[src/rtl/aes_block_engine.sv]
// Sequences one AES job: fetches key, optional IV and plaintext blocks over a
// one-outstanding read port, drives an external aes_core and writes ciphertext back.
//
// state     | meaning
// IDLE      | waiting for start
// LOAD_KEY  | reading key words
// KEY_INIT  | waiting for core ready, then pulsing core_init
// WAIT_KEY  | key expansion running in the core
// LOAD_IV   | reading the CBC initial vector into the chain register
// LOAD_BLK  | reading one plaintext block
// START_BLK | presenting the block, then pulsing core_next
// WAIT_BLK  | block encryption running in the core
// WRITE_RES | writing the four result words
// DONE      | one-cycle done pulse, back to IDLE
module aes_block_engine #(
    parameter int KEYLEN_256 = 1,
    parameter int ADDR_W     = 32,
    parameter int CNT_W      = 32
) (
    input  logic              aes_clk,
    input  logic              aes_rst_n,
    input  logic              start,
    input  logic              cbc_mode,
    input  logic [CNT_W-1:0]  num_blocks,
    input  logic [ADDR_W-1:0] src_addr,
    input  logic [ADDR_W-1:0] dst_addr,
    output logic              rd_req,
    output logic [ADDR_W-1:0] rd_addr,
    input  logic              rd_valid,
    input  logic [31:0]       rd_data,
    output logic              wr_req,
    output logic [ADDR_W-1:0] wr_addr,
    output logic [31:0]       wr_data,
    input  logic              wr_ack,
    output logic              core_rst_n,
    output logic              core_init,
    output logic              core_next,
    input  logic              core_ready,
    output logic              core_keylen,
    output logic              core_encdec,
    output logic [255:0]      core_key,
    output logic [127:0]      core_block,
    input  logic [127:0]      core_result,
    output logic              busy,
    output logic              done,
    output logic              error,
    output logic [CNT_W-1:0]  blocks_done,
    output logic [127:0]      last_result
);

    typedef enum logic [3:0] {
        IDLE, LOAD_KEY, KEY_INIT, WAIT_KEY, LOAD_IV,
        LOAD_BLK, START_BLK, WAIT_BLK, WRITE_RES, DONE
    } state_t;

    localparam logic [2:0] KEY_LAST = (KEYLEN_256 != 0) ? 3'd7 : 3'd3;

    state_t           state;
    logic             cbc_q;
    logic [CNT_W-1:0] num_q;
    logic [2:0]       word_cnt;
    logic             rd_pend;
    logic [127:0]     blk_q;
    logic [127:0]     chain_q;
    logic             rd_phase;
    logic [7:0]       key_lsb;
    logic [6:0]       blk_lsb;
    logic [1:0]       wr_nxt;
    logic [6:0]       wr_lsb;

    assign core_keylen = (KEYLEN_256 != 0);
    assign core_encdec = 1'b1;
    assign rd_phase    = (state == LOAD_KEY) || (state == LOAD_IV) || (state == LOAD_BLK);
    // Big-endian packing: word 0 goes to the top of the register.
    assign key_lsb     = {~word_cnt, 5'b0};
    assign blk_lsb     = {~word_cnt[1:0], 5'b0};
    assign wr_nxt      = word_cnt[1:0] + 2'd1;
    assign wr_lsb      = {~wr_nxt, 5'b0};

    always_ff @(posedge aes_clk or negedge aes_rst_n) begin
        if (!aes_rst_n) core_rst_n <= 1'b0;
        else            core_rst_n <= 1'b1;
    end

    always_ff @(posedge aes_clk or negedge aes_rst_n) begin
        if (!aes_rst_n) begin
            state       <= IDLE;
            cbc_q       <= 1'b0;
            num_q       <= '0;
            word_cnt    <= '0;
            rd_pend     <= 1'b0;
            rd_req      <= 1'b0;
            rd_addr     <= '0;
            wr_req      <= 1'b0;
            wr_addr     <= '0;
            wr_data     <= '0;
            core_init   <= 1'b0;
            core_next   <= 1'b0;
            core_key    <= '0;
            core_block  <= '0;
            blk_q       <= '0;
            chain_q     <= '0;
            busy        <= 1'b0;
            done        <= 1'b0;
            error       <= 1'b0;
            blocks_done <= '0;
            last_result <= '0;
        end else begin
            rd_req    <= 1'b0;
            core_init <= 1'b0;
            core_next <= 1'b0;
            done      <= 1'b0;
            error     <= 1'b0;

            if (rd_phase) begin
                if (!rd_pend) begin
                    rd_req  <= 1'b1;
                    rd_pend <= 1'b1;
                end else if (rd_valid) begin
                    rd_pend <= 1'b0;
                    rd_addr <= rd_addr + ADDR_W'(4);
                end
            end

            case (state)
                IDLE: begin
                    if (start) begin
                        if (num_blocks == '0) begin
                            error <= 1'b1;
                        end else begin
                            busy        <= 1'b1;
                            cbc_q       <= cbc_mode;
                            num_q       <= num_blocks;
                            rd_addr     <= src_addr;
                            wr_addr     <= dst_addr;
                            blocks_done <= '0;
                            word_cnt    <= '0;
                            state       <= LOAD_KEY;
                        end
                    end
                end
                LOAD_KEY: begin
                    if (rd_pend && rd_valid) begin
                        core_key[key_lsb +: 32] <= rd_data;
                        if (word_cnt == KEY_LAST) begin
                            word_cnt <= '0;
                            state    <= KEY_INIT;
                        end else begin
                            word_cnt <= word_cnt + 3'd1;
                        end
                    end
                end
                KEY_INIT: begin
                    if (core_ready) begin
                        core_init <= 1'b1;
                        state     <= WAIT_KEY;
                    end
                end
                WAIT_KEY: begin
                    // The core only drops ready after it has seen the init pulse.
                    if (!core_init && core_ready) state <= cbc_q ? LOAD_IV : LOAD_BLK;
                end
                LOAD_IV, LOAD_BLK: begin
                    if (rd_pend && rd_valid) begin
                        if (state == LOAD_IV) chain_q[blk_lsb +: 32] <= rd_data;
                        else                  blk_q[blk_lsb +: 32]   <= rd_data;
                        if (word_cnt == 3'd3) begin
                            word_cnt <= '0;
                            state    <= (state == LOAD_IV) ? LOAD_BLK : START_BLK;
                        end else begin
                            word_cnt <= word_cnt + 3'd1;
                        end
                    end
                end
                START_BLK: begin
                    core_block <= cbc_q ? (blk_q ^ chain_q) : blk_q;
                    if (core_ready) begin
                        core_next <= 1'b1;
                        state     <= WAIT_BLK;
                    end
                end
                WAIT_BLK: begin
                    if (!core_next && core_ready) begin
                        last_result <= core_result;
                        if (cbc_q) chain_q <= core_result;
                        wr_req   <= 1'b1;
                        wr_data  <= core_result[127:96];
                        word_cnt <= '0;
                        state    <= WRITE_RES;
                    end
                end
                WRITE_RES: begin
                    if (wr_ack) begin
                        wr_addr <= wr_addr + ADDR_W'(4);
                        if (word_cnt == 3'd3) begin
                            wr_req      <= 1'b0;
                            word_cnt    <= '0;
                            blocks_done <= blocks_done + CNT_W'(1);
                            state       <= ((blocks_done + CNT_W'(1)) == num_q) ? DONE : LOAD_BLK;
                        end else begin
                            word_cnt <= word_cnt + 3'd1;
                            wr_data  <= last_result[wr_lsb +: 32];
                        end
                    end
                end
                DONE: begin
                    done  <= 1'b1;
                    busy  <= 1'b0;
                    state <= IDLE;
                end
                default: state <= IDLE;
            endcase
        end
    end

endmodule

[config.mk]
export PLATFORM = sky130hd
export DESIGN_NAME = aes_block_engine
export DESIGN_NICKNAME = d
export VERILOG_FILES = /design/src/rtl/aes_block_engine.sv
export SDC_FILE = /design/constraint.sdc
export NUM_CORES = 2
export LEC_CHECK = 0
export ABC_CLOCK_PERIOD_IN_PS = 3600
export CORE_MARGIN = 2
export CORE_UTILIZATION = 31
export CTS_CLUSTER_DIAMETER = 50
export DETAILED_ROUTE_END_ITERATION = 6
export PLACE_DENSITY = 0.59
export SYNTH_ARGS = -nofsm -noshare
export SYNTH_HDL_FRONTEND = slang
export SYNTH_SLANG_ARGS = --single-unit
[constraint.sdc]
create_clock -name aes_clk -period 3.6 [get_ports aes_clk]
set_input_delay 0.36 -clock aes_clk [delete_from_list [all_inputs] [get_ports aes_clk]]
set_output_delay 0.36 -clock aes_clk [all_outputs]
set_load 0.01 [all_outputs]
==> impl_results.md <==
- Status: completed
- Netlist cell types: 70
- Sw Share: between 30 and 40%
- Drt drc: 0
- # port buffers: 910
- Die width: 372 um
- CTS tree: built
- Mean Syn Cell Area: 10.3 sq um
- WP data arrival: ~3.8 ns
- Most frequent cells in the layout: dfrtp_1, clkdlybuf4s50_1, nand2_1
- GRT Residual Overflow: 0
- Crit-path max cell delay: between 0.5 and 0.6 ns
- Period utilisation layout: between 80% and 90%
- Area contributors post-synth: dfrtp_1, mux2_2, nand2_1
- Dpl hpwl: around 130 mm
- Number of synthesized register bits: between 900 and 1k
- Die ar.: 0.138 sq mm
- Primary FF master, synth: dfrtp_1
- Starting density of the core: 31.3%
- Comb power frac: 35.3%
- Internal power: between 20 and 30 mW
- Final core occ: around 43%
- CP top delay family: simple AND/OR/NAND/NOR gates
- Vias: ~35k
- Clk Latency, worst-skew pair: 0.76 ns
- EDFF count, synth: 0
- Slew Viols, Final: 0
- Initial antenna violation count: 27
- # IOs: between 900 and 1k
- Yosys warnings: 0
- WP buf/inv: 0
- Ratio of cells with drive above 1 in the final layout: 14.6%
- Post_cts resized: 0
- Final min period: around 3.2 ns
- Reg2reg setup slack: 0.42 ns
- Final net count: about 5.2k
- Clk buf depth: 3
- Overall global routing resource usage: 25.2%
- Post-synth ARST share: 100%
- CTS clock-pin slew for the worst setup and hold paths: 0.06 ns
- Max_cap viols: 0
- Clock sinks: approximately 950
- Peak supply drop: between 0.3 and 0.4 mV
- Clock Power Share: between 20 and 30%
- Post-route ant nets: 0
- Drt pass-1 iters: 5
- Commonest non-fill, non-tap cell in the layout: dfrtp_1
- Routability Congestion: roughly 0.93
- Row cnt: roughly 130
- Postcts setup bufs: 0
- Fin Setup TNS: 0 ns
- Post-Route WL: 177 mm
- Slowest-stage cell, CP: dfrtp_1
- Pre-CTS setup slack: 0.311 ns
- Chip height: roughly 370 um
- P_leak: 25.0 nW
- Post-synth top area share: a little under three fifths
- Final hold violation count: 0
- Share of power burned in registers: between 30% and 40%
- Least-Margin Pin Slew: roughly 1.3 ns
- Clock Tree Root: clkbuf_16
- Slew margin rel.: ~13%
- Final setup margin: approximately 0.42 ns
- Final Setup Violations: 0
- Hold Slack: 0.114 ns
- Crit path launch type: flop
- Core area: between 0.1 and 0.15 sq mm
- Synthesized netlist cell count: 4077
- CP required: roughly 4.2 ns
- Total Power: ~47 mW
- Synthesized cell area: 0.0419 sq mm
- WS Path Type: flop to flop
- Synth area leader: dfrtp_1
- Hold crit path type: input port to asynchronous set/reset pin
- H-tree depth: 4
- Initial DRC count: just over 3k
- RSZ-0062 raised after global routing: no
- Via density: just over 5
- P&R area growth vs syn: 38.5%
- Critical-path maximum fanout: 10
- Worst-path cell chain: nand4_2 -> nor4_4 -> mux2i_1 -> nor4bb_1 -> and4b_1 -> o2111ai_1 -> o31ai_1 -> o21ai_1
- Max frequency: ~310 MHz
- First-pass GRT wire length: between 200 and 300 mm
- Clk_skew: 0.0308 ns
- Power per cell area: between 800 and 900 mW/mm^2
- Vias in the first global route: ~35k
- CP endpoint kind: flop
- Register area share after synthesis: 56.5%
- Psw: roughly 17 mW
- CTS buffer count: between 100 and 150
- Routed length per instance: roughly 26 um
- Largest net degree at the start of global routing: about 130
-- synthesized netlist by cell type (4+ instances only) --
cell      number
o31ai_1       17
xnor2_1       38
buf_1         17
ha_1          10
a211oi_1       4
inv_1         13
nor4_1        17
and2_1        20
or3_1          5
xor2_1       162
o22ai_1       17
mux2_2       302
nand4_1       18
a21o_1         4
clkbuf_1     251
nor4b_1        4
nor3_1        17
nor2_1       369
nor3b_1        4
mux2i_1       35
nor3_2         4
mux4_2        32
buf_2         30
a22oi_1      128
a21oi_1      359
o21ai_0      261
nor2b_1        4
o41ai_1        7
nand2_1      787
and3_1        29
a31oi_1        5
nand3_1       84
nand4_2        4
dfrtp_1      945
nand2b_1      22
-- worst register-to-register path: stages, from the launching register on --
cell       delay [ns]
dfrtp_1          0.54
nand4_2          0.34
nor4_4           0.53
mux2i_1          0.37
nor4bb_1         0.37
and4b_1          0.29
o2111ai_1        0.22
o31ai_1          0.31
o21ai_1          0.09
-- layer usage --
layer	up-vias	global-route usage, %	share of wire, %
met5	-	0	0.073
met4	20	7.68	2.9
met3	262	8.15	9.7
met2	1482	38.9	45
met1	17489	33.4	42
li1	15731	-	-
-- through the flow --
stage / cells / instance area [sq um]
6_report: 6831 / 58000
5_1_grt: 6829 / 58000
4_1_cts: 6826 / 58000
3_5_place_dp: 6587 / 53500
3_3_place_gp: 6587 / 53500
2_1_floorplan: 4079 / 41900
-- registers in the layout, summed over array words and instances, names as in the netlist, 32 cells and up --
| name | count |
|---|---|
| rd_addr | 32 |
| last_result | 128 |
| blk_q | 128 |
| core_key | 256 |
| chain_q | 128 |
| wr_data | 32 |
| num_q | 32 |
| wr_addr | 32 |
| core_block | 128 |
| blocks_done | 32 |
-- cell type report --
type,count,area [sq um]
well taps,1768,2210
multi-input cells,2819,17100
repair buffers,1043,10400
clock inverters,70,922
flip-flops and latches,945,23700
clock buffers,168,3610
fillers,12777,75800
inverters,13,48.8
diodes,5,12.5
-- final timing paths --
path | from | end | cells past startpoint
worst max-delay path | blocks_done[2]$_DFFE_PN0P_ | state[2]$_DFFE_PN0P_ | 8
worst max register to register | blocks_done[2]$_DFFE_PN0P_ | state[2]$_DFFE_PN0P_ | 8
max in group asynchronous | aes_rst_n | core_key[32]$_DFFE_PN0P_ | 4
min in group aes_clk | rd_data[1] | blk_q[1]$_DFFE_PN0P_ | 3
worst min-delay path | aes_rst_n | core_key[1]$_DFFE_PN0P_ | 2
worst min register to register | core_key[126]$_DFFE_PN0P_ | core_key[126]$_DFFE_PN0P_ | 2
-- cells by family after synthesis --
logic type | share of synthesized area (%)
and+or+nand+nor | 14.3
DFF | 56.5
AOI/OAI and AO/OA | 11.1
muxes | 10.7
buffers and inverters | 2.94
xor gates and xnor gates | 4.24
adders and majority gates | 0.299
other | 0.00895
-- power groups by stage --
stage,sequential (mW),clock [mW],combinational [mW]
2_1_floorplan,17.0,0,7.07
6_report,16.8,13.5,16.6
5_1_grt,17.2,14.2,17.9
3_5_place_dp,16.9,0,16.6
3_3_place_gp,16.8,0,16.5
4_1_cts,16.8,13.7,16.7
-- repair_timing --
| action | 4_1_cts | 5_1_grt |
|---|---|---|
| endpoints found under the hold margin | 160 | 0 |
| endpoints found under the setup margin | 0 | 0 |
| hold buffers | 1 | 0 |
(Power assumes the default switching activity.)
